File: config.mk
export PLATFORM = sky130hd
export DESIGN_NAME = inst_mem_responder
export DESIGN_NICKNAME = d
export VERILOG_FILES = /design/src/rtl/inst_mem_responder.sv
export SDC_FILE = /design/constraint.sdc
export NUM_CORES = 1
export LEC_CHECK = 0
export CAP_MARGIN = 5
export CORE_MARGIN = 1
export CORE_UTILIZATION = 35
export CTS_BUF_LIST = sky130_fd_sc_hd__clkbuf_8
export DETAILED_ROUTE_END_ITERATION = 10
export PLACE_DENSITY = 0.66
export RECOVER_POWER = 25
export SYNTH_ARGS = -nofsm -noshare
export SYNTH_HDL_FRONTEND = slang
export SYNTH_SLANG_ARGS = --single-unit
File: constraint.sdc
create_clock -name clk -period 1.5 [get_ports clk]
set_clock_uncertainty 0.05 [all_clocks]
set_input_delay 0.45 -clock clk [delete_from_list [all_inputs] [get_ports clk]]
set_output_delay 0.45 -clock clk [all_outputs]
set_load 0.02 [all_outputs]
File: src/rtl/inst_mem_responder.sv
// Instruction-memory responder: small register-file memory cleared by a sweep,
// side load port, valid/ready fetch channel with a registered response.
module inst_mem_responder #(
    parameter int                 DATA_W    = 8,
    parameter int                 ADDR_W    = 2,
    parameter logic [DATA_W-1:0]  CLEAR_VAL = '0
) (
    input  logic              clk,
    input  logic              rst_n,
    input  logic              req_valid,
    input  logic [ADDR_W-1:0] req_addr,
    output logic              req_ready,
    output logic              rsp_valid,
    output logic [DATA_W-1:0] rsp_data,
    input  logic              rsp_ready,
    input  logic              ld_en,
    input  logic [ADDR_W-1:0] ld_addr,
    input  logic [DATA_W-1:0] ld_data,
    input  logic              clr,
    output logic              busy
);

    localparam int DEPTH = 1 << ADDR_W;
    localparam logic [ADDR_W-1:0] LAST = ADDR_W'(DEPTH - 1);

    typedef enum logic {
        CLEAR,
        READY
    } state_t;

    state_t            state_q, state_d;
    logic [ADDR_W-1:0] clr_cnt_q, clr_cnt_d;

    logic [DATA_W-1:0] mem [DEPTH];

    logic              mem_we;
    logic [ADDR_W-1:0] mem_waddr;
    logic [DATA_W-1:0] mem_wdata;
    logic              accept;
    logic              consume;

    always_ff @(posedge clk or negedge rst_n) begin
        if (!rst_n) begin
            state_q   <= CLEAR;
            clr_cnt_q <= '0;
        end else begin
            state_q   <= state_d;
            clr_cnt_q <= clr_cnt_d;
        end
    end

    always_comb begin
        state_d   = state_q;
        clr_cnt_d = clr_cnt_q;
        busy      = 1'b1;
        req_ready = 1'b0;
        mem_we    = 1'b0;
        mem_waddr = clr_cnt_q;
        mem_wdata = CLEAR_VAL;
        unique case (state_q)
            CLEAR: begin
                mem_we    = 1'b1;
                clr_cnt_d = clr_cnt_q + 1'b1;
                if (clr_cnt_q == LAST) begin
                    state_d = READY;
                end
            end
            READY: begin
                busy      = 1'b0;
                req_ready = !rsp_valid || rsp_ready;
                mem_we    = ld_en;
                mem_waddr = ld_addr;
                mem_wdata = ld_data;
                // a load in the same cycle still lands; the sweep then overwrites it
                if (clr) begin
                    state_d   = CLEAR;
                    clr_cnt_d = '0;
                end
            end
        endcase
    end

    assign accept  = req_valid && req_ready;
    assign consume = rsp_valid && rsp_ready;

    always_ff @(posedge clk or negedge rst_n) begin
        if (!rst_n) begin
            rsp_valid <= 1'b0;
            rsp_data  <= '0;
        end else if (accept) begin
            rsp_valid <= 1'b1;
            rsp_data  <= mem[req_addr];
        end else if (consume) begin
            rsp_valid <= 1'b0;
        end
    end

    // read above sees the pre-write word, giving read-before-write on collisions
    always_ff @(posedge clk) begin
        if (mem_we) begin
            mem[mem_waddr] <= mem_wdata;
        end
    end

endmodule

======== Word-level counts from Yosys, hierarchy flattened ========
Memory sizes are Yosys's and may differ from the RTL's. A register that Yosys moved wholly into a read port is not among the register bits.
Cells that the tools add are included.
storage, ports and cells
  flip-flop bits (word level) ............. 4
  memories kept ........................... 1
  RAM bits ................................ 32
  logic and storage cells ................. 28
operators by class
  add/sub/neg operators ................... 1
  reductions and logical operators ........ 6
  equality and inequality tests ........... 2
  mux-type cells .......................... 14
  bitwise operators ....................... 1
memories
  name  words  width  read ports  clocked after memory_dff  write ports  RTL line  source
  mem   4      8      1           1                         1            34        logic [DATA_W-1:0] mem [DEPTH];
operators with widths
  operator                                                        number
  1-bit two-way mux                                               8
  8-bit two-way mux                                               1
  2-bit two-way mux                                               2
  1-bit case mux with 2 select lines                              2
  2-bit case mux with 2 select lines                              1
  2-bit by 1-bit adder with 2-bit output (second input constant)  1
  2-bit equality test (second input constant)                     1
  1-bit logical AND                                               2
  1-bit logical NOT                                               2
  2-bit != test (second input constant)                           1
  2-bit nonzero test                                              1
  1-bit logical OR                                                1
  1-bit NOT                                                       1

======== Depth between registers and ports, before layout ========
Gate-level depths: netlist of run 1.
  depth after elaboration ................. 5
  depth in mapped cells ................... 3
  gate-level depth less buffers ........... 3

======== Least setup slack after synthesis of run 1 ========
OpenSTA, ideal clock, no wires.
  path kind ............................... input to register
  from .................................... in ld_addr[0]
  to ...................................... mem mem[2][0], enable pin
  setup slack ............................. -0.150 ns
  library setup time ...................... 0.384 ns
  data arrival time ....................... 1.216 ns
  cell stages on the path ................. 2
  buffers on the path ..................... 0
  data required time ...................... 1.066 ns
  path through ............................ nand2b_1 -> o21ai_0
between the ends
  word-level cells in the longest chain between the ends .. 1
RTL lines
  what               RTL line  source
  from (decl)        17        input logic [ADDR_W-1:0] ld_addr,
  2-bit two-way mux  60        unique case (state_q)
  to (decl)          34
No other way between the ends.

======== Final worst setup path of run 1 ========
  from .................................... in rsp_ready
  to ...................................... out req_ready
between the ends
  word-level cells in the longest chain between the ends .. 2
RTL lines
  what               RTL line  source
  from (decl)        15        input logic rsp_ready,
  1-bit logical OR   70        req_ready = !rsp_valid || rsp_ready;
  1-bit two-way mux  60
  to (decl)          12        output logic req_ready,
No other way between the ends.

==> metrics.txt, run 1 <==
# Post-CTS Setup Buffers=0; root buffer cell=clkbuf_8; Arrival @ worst endpoint=1010 ps; IO buf count=28; Layout fillers=409; Core Rows=25; RSZ-0062 raised after global routing=true; Cell Area, Synth=1730 um^2; commonest non-fill, non-tap cell in the layout=edfxtp_1; CTS clock-pin slew for the worst setup and hold paths=70 ps; Final Hold Vio Count=0; routed wire length=3.11 mm; DR pass1 iterations=4; maximum clock insertion buffer count=2; critical path class=input port to output port; layout cells sized above 1=33.6%; n_diodes=0; Most used DFF post-synth=edfxtp_1; Syn. warnings=0; Nets=158; Max IR drop VDD=0.524 mV; Syn Nets=114; routed vias/inst=4.52; Remaining DRCs=0; Post-Place Cell Area=2200 um^2; worst relative slew slack=46.8%; CTS tree=yes; Leak=0.904 nW; period utilization=101%; endpoint class of the critical path=output port; die span in x=72.3 um; H-tree depth=2; EDFF count, synth=32; Worst Max-Slew Pin Slew=798 ps; most frequent cells in the layout=edfxtp_1 (32), clkdlybuf4s50_1 (13), dfrtp_1 (12); die area=5230 um^2; largest family of logic cells by synthesized area=multiplexers; core outline area=4750 um^2; global-route wire length before repair=5.06 mm; synthesis-stage register bit count=44; mux share of post-synthesis cell area=15.6%; worst-skew pair later-pin latency=290 ps; Sinks on Clock Net=44; syn avg cell area=18.2 um^2; number of max-cap violations=0; # hold bufs at CTS=0; All-Layer GR Usage=13.9%; grt total ovfl=0; total CTS buffers=5; achievable frequency=661 MHz; initial antenna violation count=0; Final ANT Viol Nets=0; Synth Area in Compound Gates=2.75%; Worst Hold Slack=456 ps; total power=4.68 mW; Post-Syn Instances=95; GP Congestion=0.741; Worst setup SP type=input port; failing checks=setup timing; Post-synth ARST share=27.3%; design area=2360 um^2; CP required=1000 ps; CP Max Fanout=2; slowest CP cell=clkdlybuf4s15_1; XOR/XNOR Fraction of Synth Area=0%; setup ws final=-13.1 ps; WL/cell=15.0 um; I/O pin count=29; Max stage delay on crit path=160 ps; via count=935; simple-gate portion of the synthesized area=6.58%; post-synthesis adder-cell area fraction=0.723%; P&R area growth vs syn=36.5%; First DRT Iteration DRCs=49; Period minus WS final=1510 ps; Die Ht=72.3 um; Worst Path Buf+Inv=2; vias in the first global route=1001; Yosys cell types=18; outcome=finished, violations left; Crit path max-delay family=buffers and inverters; register area share after synthesis=72.8%; CP Cell Sequence=clkdlybuf4s15_1 > nand2b_4 > and2_4 > buf_6; worst min-delay path category=register to register; Initial Util=36.4%; Power Dens Cells=1980 nW/um^2; fin. max-slew vios=0; largest net degree at the start of global routing=15; Final setup viols=1
-- per-stage QoR --
step / setup TNS, ps / worst slack [ps] / utilization [%] / instances
after global placement: -12050 / -715 / 46.4 / 199
after detailed placement: -13090 / -733 / 46.4 / 199
after CTS: -33.8 / -33.8 / 49.7 / 207
final: -13.1 / -13.1 / 49.7 / 207
after floorplan: -2020 / -128 / - / 95
after global routing: -55.9 / -55.9 / 49.7 / 207
-- synth_stat cells (2+ instances only) --
master | count | area share (%)
edfxtp_1 | 32 | 55
dfrtp_1 | 12 | 17
and2_1 | 9 | 3.3
mux2_2 | 8 | 5.2
mux4_2 | 8 | 10
nand2_1 | 8 | 1.7
nand2b_1 | 3 | 1.1
inv_1 | 2 | 0.43
o21ai_0 | 2 | 0.58
o22ai_1 | 2 | 0.72
o2bb2ai_1 | 2 | 1.0
-- kinds of logic after synthesis --
kind of cell,count (synthesis)
compound gates,7
fa+ha+maj,1
buf+inv,5
flops,44
mux,16
simple gates,22
-- flip-flops by register name (all words and copies together), names as in the netlist --
signal,cells
state_q,1
mem,32
rsp_valid,1
clr_cnt_q,2
rsp_data,8
-- timing repair --
| action | 4_1_cts | 5_1_grt |
|---|---|---|
| endpoints found under the setup margin | 19 | 44 |
| resized for setup | 32 | 14 |
| hold endpoints to repair | 0 | 0 |
| pin swaps | 0 | 0 |
-- per-layer routing --
layer,track usage (%),vias up,wire (um)
li1,-,449,-
met1,16.5,463,1330
met2,22.8,21,1640
met3,4.17,2,98
met4,7.19,0,38
met5,0,-,0
-- final cells by class --
type | count | area, um^2 | share of cell area [%]
Sequential cell | 44 | 1260 | 53.4
Inverter | 2 | 7.51 | 0.318
Timing Repair Buffer | 40 | 377 | 15.9
Clock inverter | 3 | 90.1 | 3.81
Clock buffer | 5 | 68.8 | 2.91
Multi-Input combinational cell | 46 | 475 | 20.1
Tap cell | 67 | 83.8 | 3.55
-- where the power goes --
part           leakage (nW)  internal (mW)  total [mW]  switching, mW
registers             0.454           1.90        2.07          0.174
clock network        0.0784          0.832        1.21          0.376
logic                 0.371          0.671        1.40          0.731
-- final timing paths --
check	from	end	slack [ps]	cells past startpoint
max in group asynchronous	rst_n	rsp_data[4]	200	2
max	rsp_ready	req_ready	-10	4
min in group asynchronous	rst_n	rsp_data[1]	700	2
max reg2reg	state_q	mem[3][5]	70	5
min	rsp_data[4]	rsp_data[4]	460	1
min reg2reg	rsp_data[4]	rsp_data[4]	460	1
(Power assumes the default switching activity.)
==> run 2, diff against run 1 <==
- PLACE_DENSITY: 0.66 -> 0.63
- clock period: 1.5 -> 1.6 ns (I/O delays scaled with it)
==> run 2 against run 1 <==
Against the previous run:
- the flow now finishes without violations
- register-to-register slack improved by 30 ps
- global-route usage fell by 1.1 points
- first-iteration DRC count fell by 37%
==> metrics.txt, run 2 (same netlist as run 1, synthesis figures left out) <==
outcome=finished clean; Layout fillers=421; die span in x=72.3 um; non-filler cells, final=210; Power Dens Cells=1690 nW/um^2; routed vias/inst=4.56; die area=5230 um^2; CP required=1070 ps; DR pass1 iterations=2; initial antenna violation count=0; I/O pin count=29; Arrival @ worst endpoint=1050 ps; vias in the first global route=961; r2r startpoint=state_q; layout cells sized above 1=30.8%; CP Max Fanout=2; largest net degree at the start of global routing=15; period utilization=98.9%; via count=957; root buffer cell=clkbuf_8; worst hold path startpoint=rsp_data[4]; worst-skew pair later-pin latency=290 ps; Nets=161; fin. max-slew vios=0; endpoint class of the critical path=output port; hold path depth=1; P&R area growth vs syn=34.0%; commonest non-fill, non-tap cell in the layout=edfxtp_1; met1 GRT Util=12.9%; Final HPWL DP=2.08 mm; Remaining DRCs=0; achievable frequency=632 MHz; Top Registers=mem (32), rsp_data (8), clr_cnt_q (2); n_diodes=0; M2 GR Usage=23.5%; maximum clock insertion buffer count=2; Max IR drop VDD=0.559 mV; IO buf count=28; CTS clock-pin slew for the worst setup and hold paths=80 ps; total CTS buffers=5; Core Rows=25; GRT busiest layer=met2; grt total ovfl=0; core outline area=4750 um^2; Worst Hold Slack=450 ps; Final setup viols=0; # hold bufs at CTS=0; Initial Util=36.4%; Biggest register=mem; setup ws final=17.1 ps; Placement Setup Slack=-703 ps; r2r setup slk=100 ps; RSZ-0062 raised after global routing=true; critical path class=input port to output port; H-tree depth=2; Largest register FFs=32; Leak=0.893 nW; worst reg2reg path depth=5; Worst setup SP type=input port; FF-to-FF End=mem[2][5]; First DRT Iteration DRCs=31; met3 GRT Util=3.89%; Die Ht=72.3 um; Final ANT Viol Nets=0; routed wire length=3.00 mm; number of max-cap violations=0; WL/cell=14.3 um; CTS tree=yes; All-Layer GR Usage=12.8%; Worst Max-Slew Pin Slew=733 ps; worst min-delay path category=register to register; Hold EP=rsp_data[4]; Sinks on Clock Net=44; Final Hold Vio Count=0; Inst Count DP=201; GP Congestion=0.756; # Post-CTS Setup Buffers=0; Period minus WS final=1580 ps; most frequent cells in the layout=edfxtp_1 (32), clkdlybuf4s50_1 (13), dfrtp_1 (12); worst relative slew slack=51.1%; total power=3.93 mW; global-route wire length before repair=4.65 mm
==> run 2: cell count changes in the layout (fill, tap and decap cells not counted), sizes merged <==
cell,before,now
dlygate4sd3,1,2
clkinv,0,3
bufinv,3,0
buf,14,17
clkbuf,10,6
clkdlybuf4s15,6,1
dlygate4sd2,1,9
==> run 2: power by group <==
part	internal (mW)	switching, mW	leakage (nW)
registers	1.78	0.157	0.454
clock network	0.304	0.354	0.0479
logic	0.648	0.684	0.391
total	2.73	1.19	0.893
==> run 2: how the worst max path moves through the flow <==
| stage | startpoint | to | cells past startpoint |
|---|---|---|---|
| finish | rsp_ready | req_ready | 4 |
| global route | rsp_valid | req_ready | 3 |
| CTS | rsp_ready | req_ready | 4 |
| detailed placement | rsp_ready | req_ready | 4 |
| global placement | rsp_ready | req_ready | 4 |
| floorplan | state_q | mem[3][0] | 3 |
==> run 2: through the flow <==
| step | util [%] | area [um^2] | TNS [ps] |
|---|---|---|---|
| floorplan | - | 1730 | -418 |
| global placement | 46.4 | 2210 | -9140 |
| detailed placement | 46.4 | 2210 | -10570 |
| CTS | 48.9 | 2320 | 0 |
| global route | 48.8 | 2320 | -10.7 |
| finish | 48.8 | 2320 | 0 |
==> run 2: timing repair <==
action / CTS / global route
gates cloned: 1 / 0
resized for setup: 30 / 0
setup endpoints to repair: 19 / 1
endpoints found under the hold margin: 0 / 0
==> run 2: critical path, stage by stage <==
cell	delay, ps
clkdlybuf4s15_1	160
nand2b_4	130
and2_4	150
buf_6	120
==> run 2: routing by layer <==
metal	vias to the layer above	part of all wire, %
met5	-	0
met4	0	1.7
met3	4	3.9
met2	22	57
met1	470	37
li1	461	-
==> run 2: area by class of cell <==
type | instances | area, um^2 | share of cell area [%]
Clock buffer | 5 | 68.8 | 2.96
Clock inverter | 3 | 18.8 | 0.809
Inverter | 2 | 7.51 | 0.323
Multi-Input combinational cell | 46 | 467 | 20.1
Sequential cell | 44 | 1260 | 54.3
Tap cell | 67 | 83.8 | 3.61
Timing Repair Buffer | 43 | 414 | 17.8
==> run 3, diff against run 2 <==
- SKIP_LAST_GASP: default -> 1
- clock period: 1.6 -> 1.93 ns (I/O delays scaled with it)
==> run 3 against run 2 <==
Against the previous run:
- the flow now finishes with violations (setup timing)
- worst setup slack worse by 22 ps
- via count down 0.31%
- sequential power down 17%
- wire length down 3.2%
- combinational power down 17%
- register-to-register slack better by 310 ps
- sequential cell count unchanged
- largest cell class unchanged
- highest routed layer unchanged
==> metrics.txt, run 3 (same netlist as run 1, synthesis figures left out) <==
slowest CP cell=clkdlybuf4s50_1; Crit path max-delay family=buffers and inverters; Final Hold Vio Count=0; vias in the first global route=1018; Sinks on Clock Net=44; WL/cell=14.0 um; most frequent cells in the layout=edfxtp_1 (32), clkdlybuf4s50_1 (21), dfrtp_1 (12); die area=5230 um^2; P&R area growth vs syn=31.7%; CP Max Fanout=2; Layout fillers=428; endpoint class of the critical path=output port; via count=954; total CTS buffers=5; failing checks=setup timing; Largest register FFs=32; Worst Path Buf+Inv=1; maximum clock insertion buffer count=2; All-Layer GR Usage=12.5%; setup ws final=-4.88 ps; CP required=1300 ps; fin. max-slew vios=0; Placement Setup Slack=-563 ps; I/O pin count=29; period utilization=100%; Sum Neg Setup Slack=-4.88 ps; CP Cell Sequence=clkdlybuf4s50_1; critical path class=register to output port; Worst setup SP type=register; n_diodes=0; routed vias/inst=4.61; core outline area=4750 um^2; worst relative slew slack=51.7%; root buffer cell=clkbuf_8; Max stage delay on crit path=630 ps; worst-skew pair later-pin latency=290 ps; GP Congestion=0.803; Leak=0.864 nW; Final ANT Viol Nets=0; grt total ovfl=0; Core Rows=25; CTS clock-pin slew for the worst setup and hold paths=70 ps; achievable frequency=517 MHz; layout cells sized above 1=25.0%; Biggest register=mem; Top Registers=mem (32), rsp_data (8), clr_cnt_q (2); Worst Max-Slew Pin Slew=724 ps; First DRT Iteration DRCs=39; total power=3.22 mW; DR pass1 iterations=4; Initial Util=36.4%; largest net degree at the start of global routing=13; Max IR drop VDD=0.567 mV; IO buf count=28; Power Dens Cells=1410 nW/um^2; Nets=158; commonest non-fill, non-tap cell in the layout=edfxtp_1; die span in x=72.3 um; worst min-delay path category=register to register; routed wire length=2.90 mm; Die Ht=72.3 um; # Post-CTS Setup Buffers=0; RSZ-0062 raised after global routing=true; global-route wire length before repair=4.64 mm; Remaining DRCs=0; Arrival @ worst endpoint=1310 ps; Final setup viols=1; CTS tree=yes; outcome=finished, violations left; Period minus WS final=1930 ps; H-tree depth=2; number of max-cap violations=0; initial antenna violation count=0; Final HPWL DP=2.08 mm
==> run 3: cell types whose count changed in the layout (fill, tap and decap cells not counted), sizes merged, moves of 2 or more <==
cell           before  now
clkinv              3    0
buf                17   12
clkdlybuf4s50      13   21
dlygate4sd2         9    1
inv                 2    5
dlygate4sd3         2    4
==> run 3: worst paths after layout <==
kind                             start  slack, ps     endpoint  cells after the start
min                        rsp_data[3]        450  rsp_data[3]                      1
min reg2reg                rsp_data[3]        450  rsp_data[3]                      1
max                          rsp_valid         -5    rsp_valid                      1
max in group asynchronous        rst_n        570      state_q                      2
max reg2reg                    state_q        410    mem[2][0]                      5
min in group asynchronous        rst_n        800  rsp_data[5]                      2
==> run 3: power breakdown <==
group	leakage, nW	switching, mW	internal, mW
Sequential	0.454	0.133	1.48
Clock	0.0519	0.274	0.241
Combinational	0.358	0.535	0.563
==> run 3: cell type report <==
type                    count  area [um^2]  area share, %
multi-input cells          46          454           19.9
repair buffers             40          394           17.3
well taps                  67         83.8           3.68
flip-flops and latches     44         1260           55.3
clock inverters             3         11.3          0.494
clock buffers               5         68.8           3.02
inverters                   2         7.51          0.329
==> run 3: through the flow <==
step / hold slack (ps) / instances / instance area, um^2 / util, %
floorplan: 233 / 95 / 1730 / -
global placement: 436 / 199 / 2190 / 46.1
detailed placement: 443 / 199 / 2190 / 46.1
CTS: 459 / 207 / 2270 / 47.7
global route: 476 / 207 / 2280 / 48.0
finish: 453 / 207 / 2280 / 48.0
==> run 3: worst register-to-register path: stages (launching register included) <==
cell and delay, ps:
dfrtp_1 420, buf_4 180, nor2_1 200, nand2_1 80, o21ai_0 90, buf_4 220
==> run 3: routing by layer <==
| layer | GRT usage (%) | vias to the layer above | wire (um) |
|---|---|---|---|
| li1 | - | 447 | - |
| met5 | 0 | - | 0 |
| met4 | 6.10 | 0 | 32 |
| met1 | 12.7 | 477 | 1060 |
| met3 | 3.75 | 4 | 129 |
| met2 | 23.3 | 26 | 1680 |
==> run 3: what timing repair did <==
item,CTS,global route
pin swaps,0,0
hold endpoints to repair,0,0
hold buffers,0,0
setup endpoints to repair,2,1
gates resized for setup,5,5
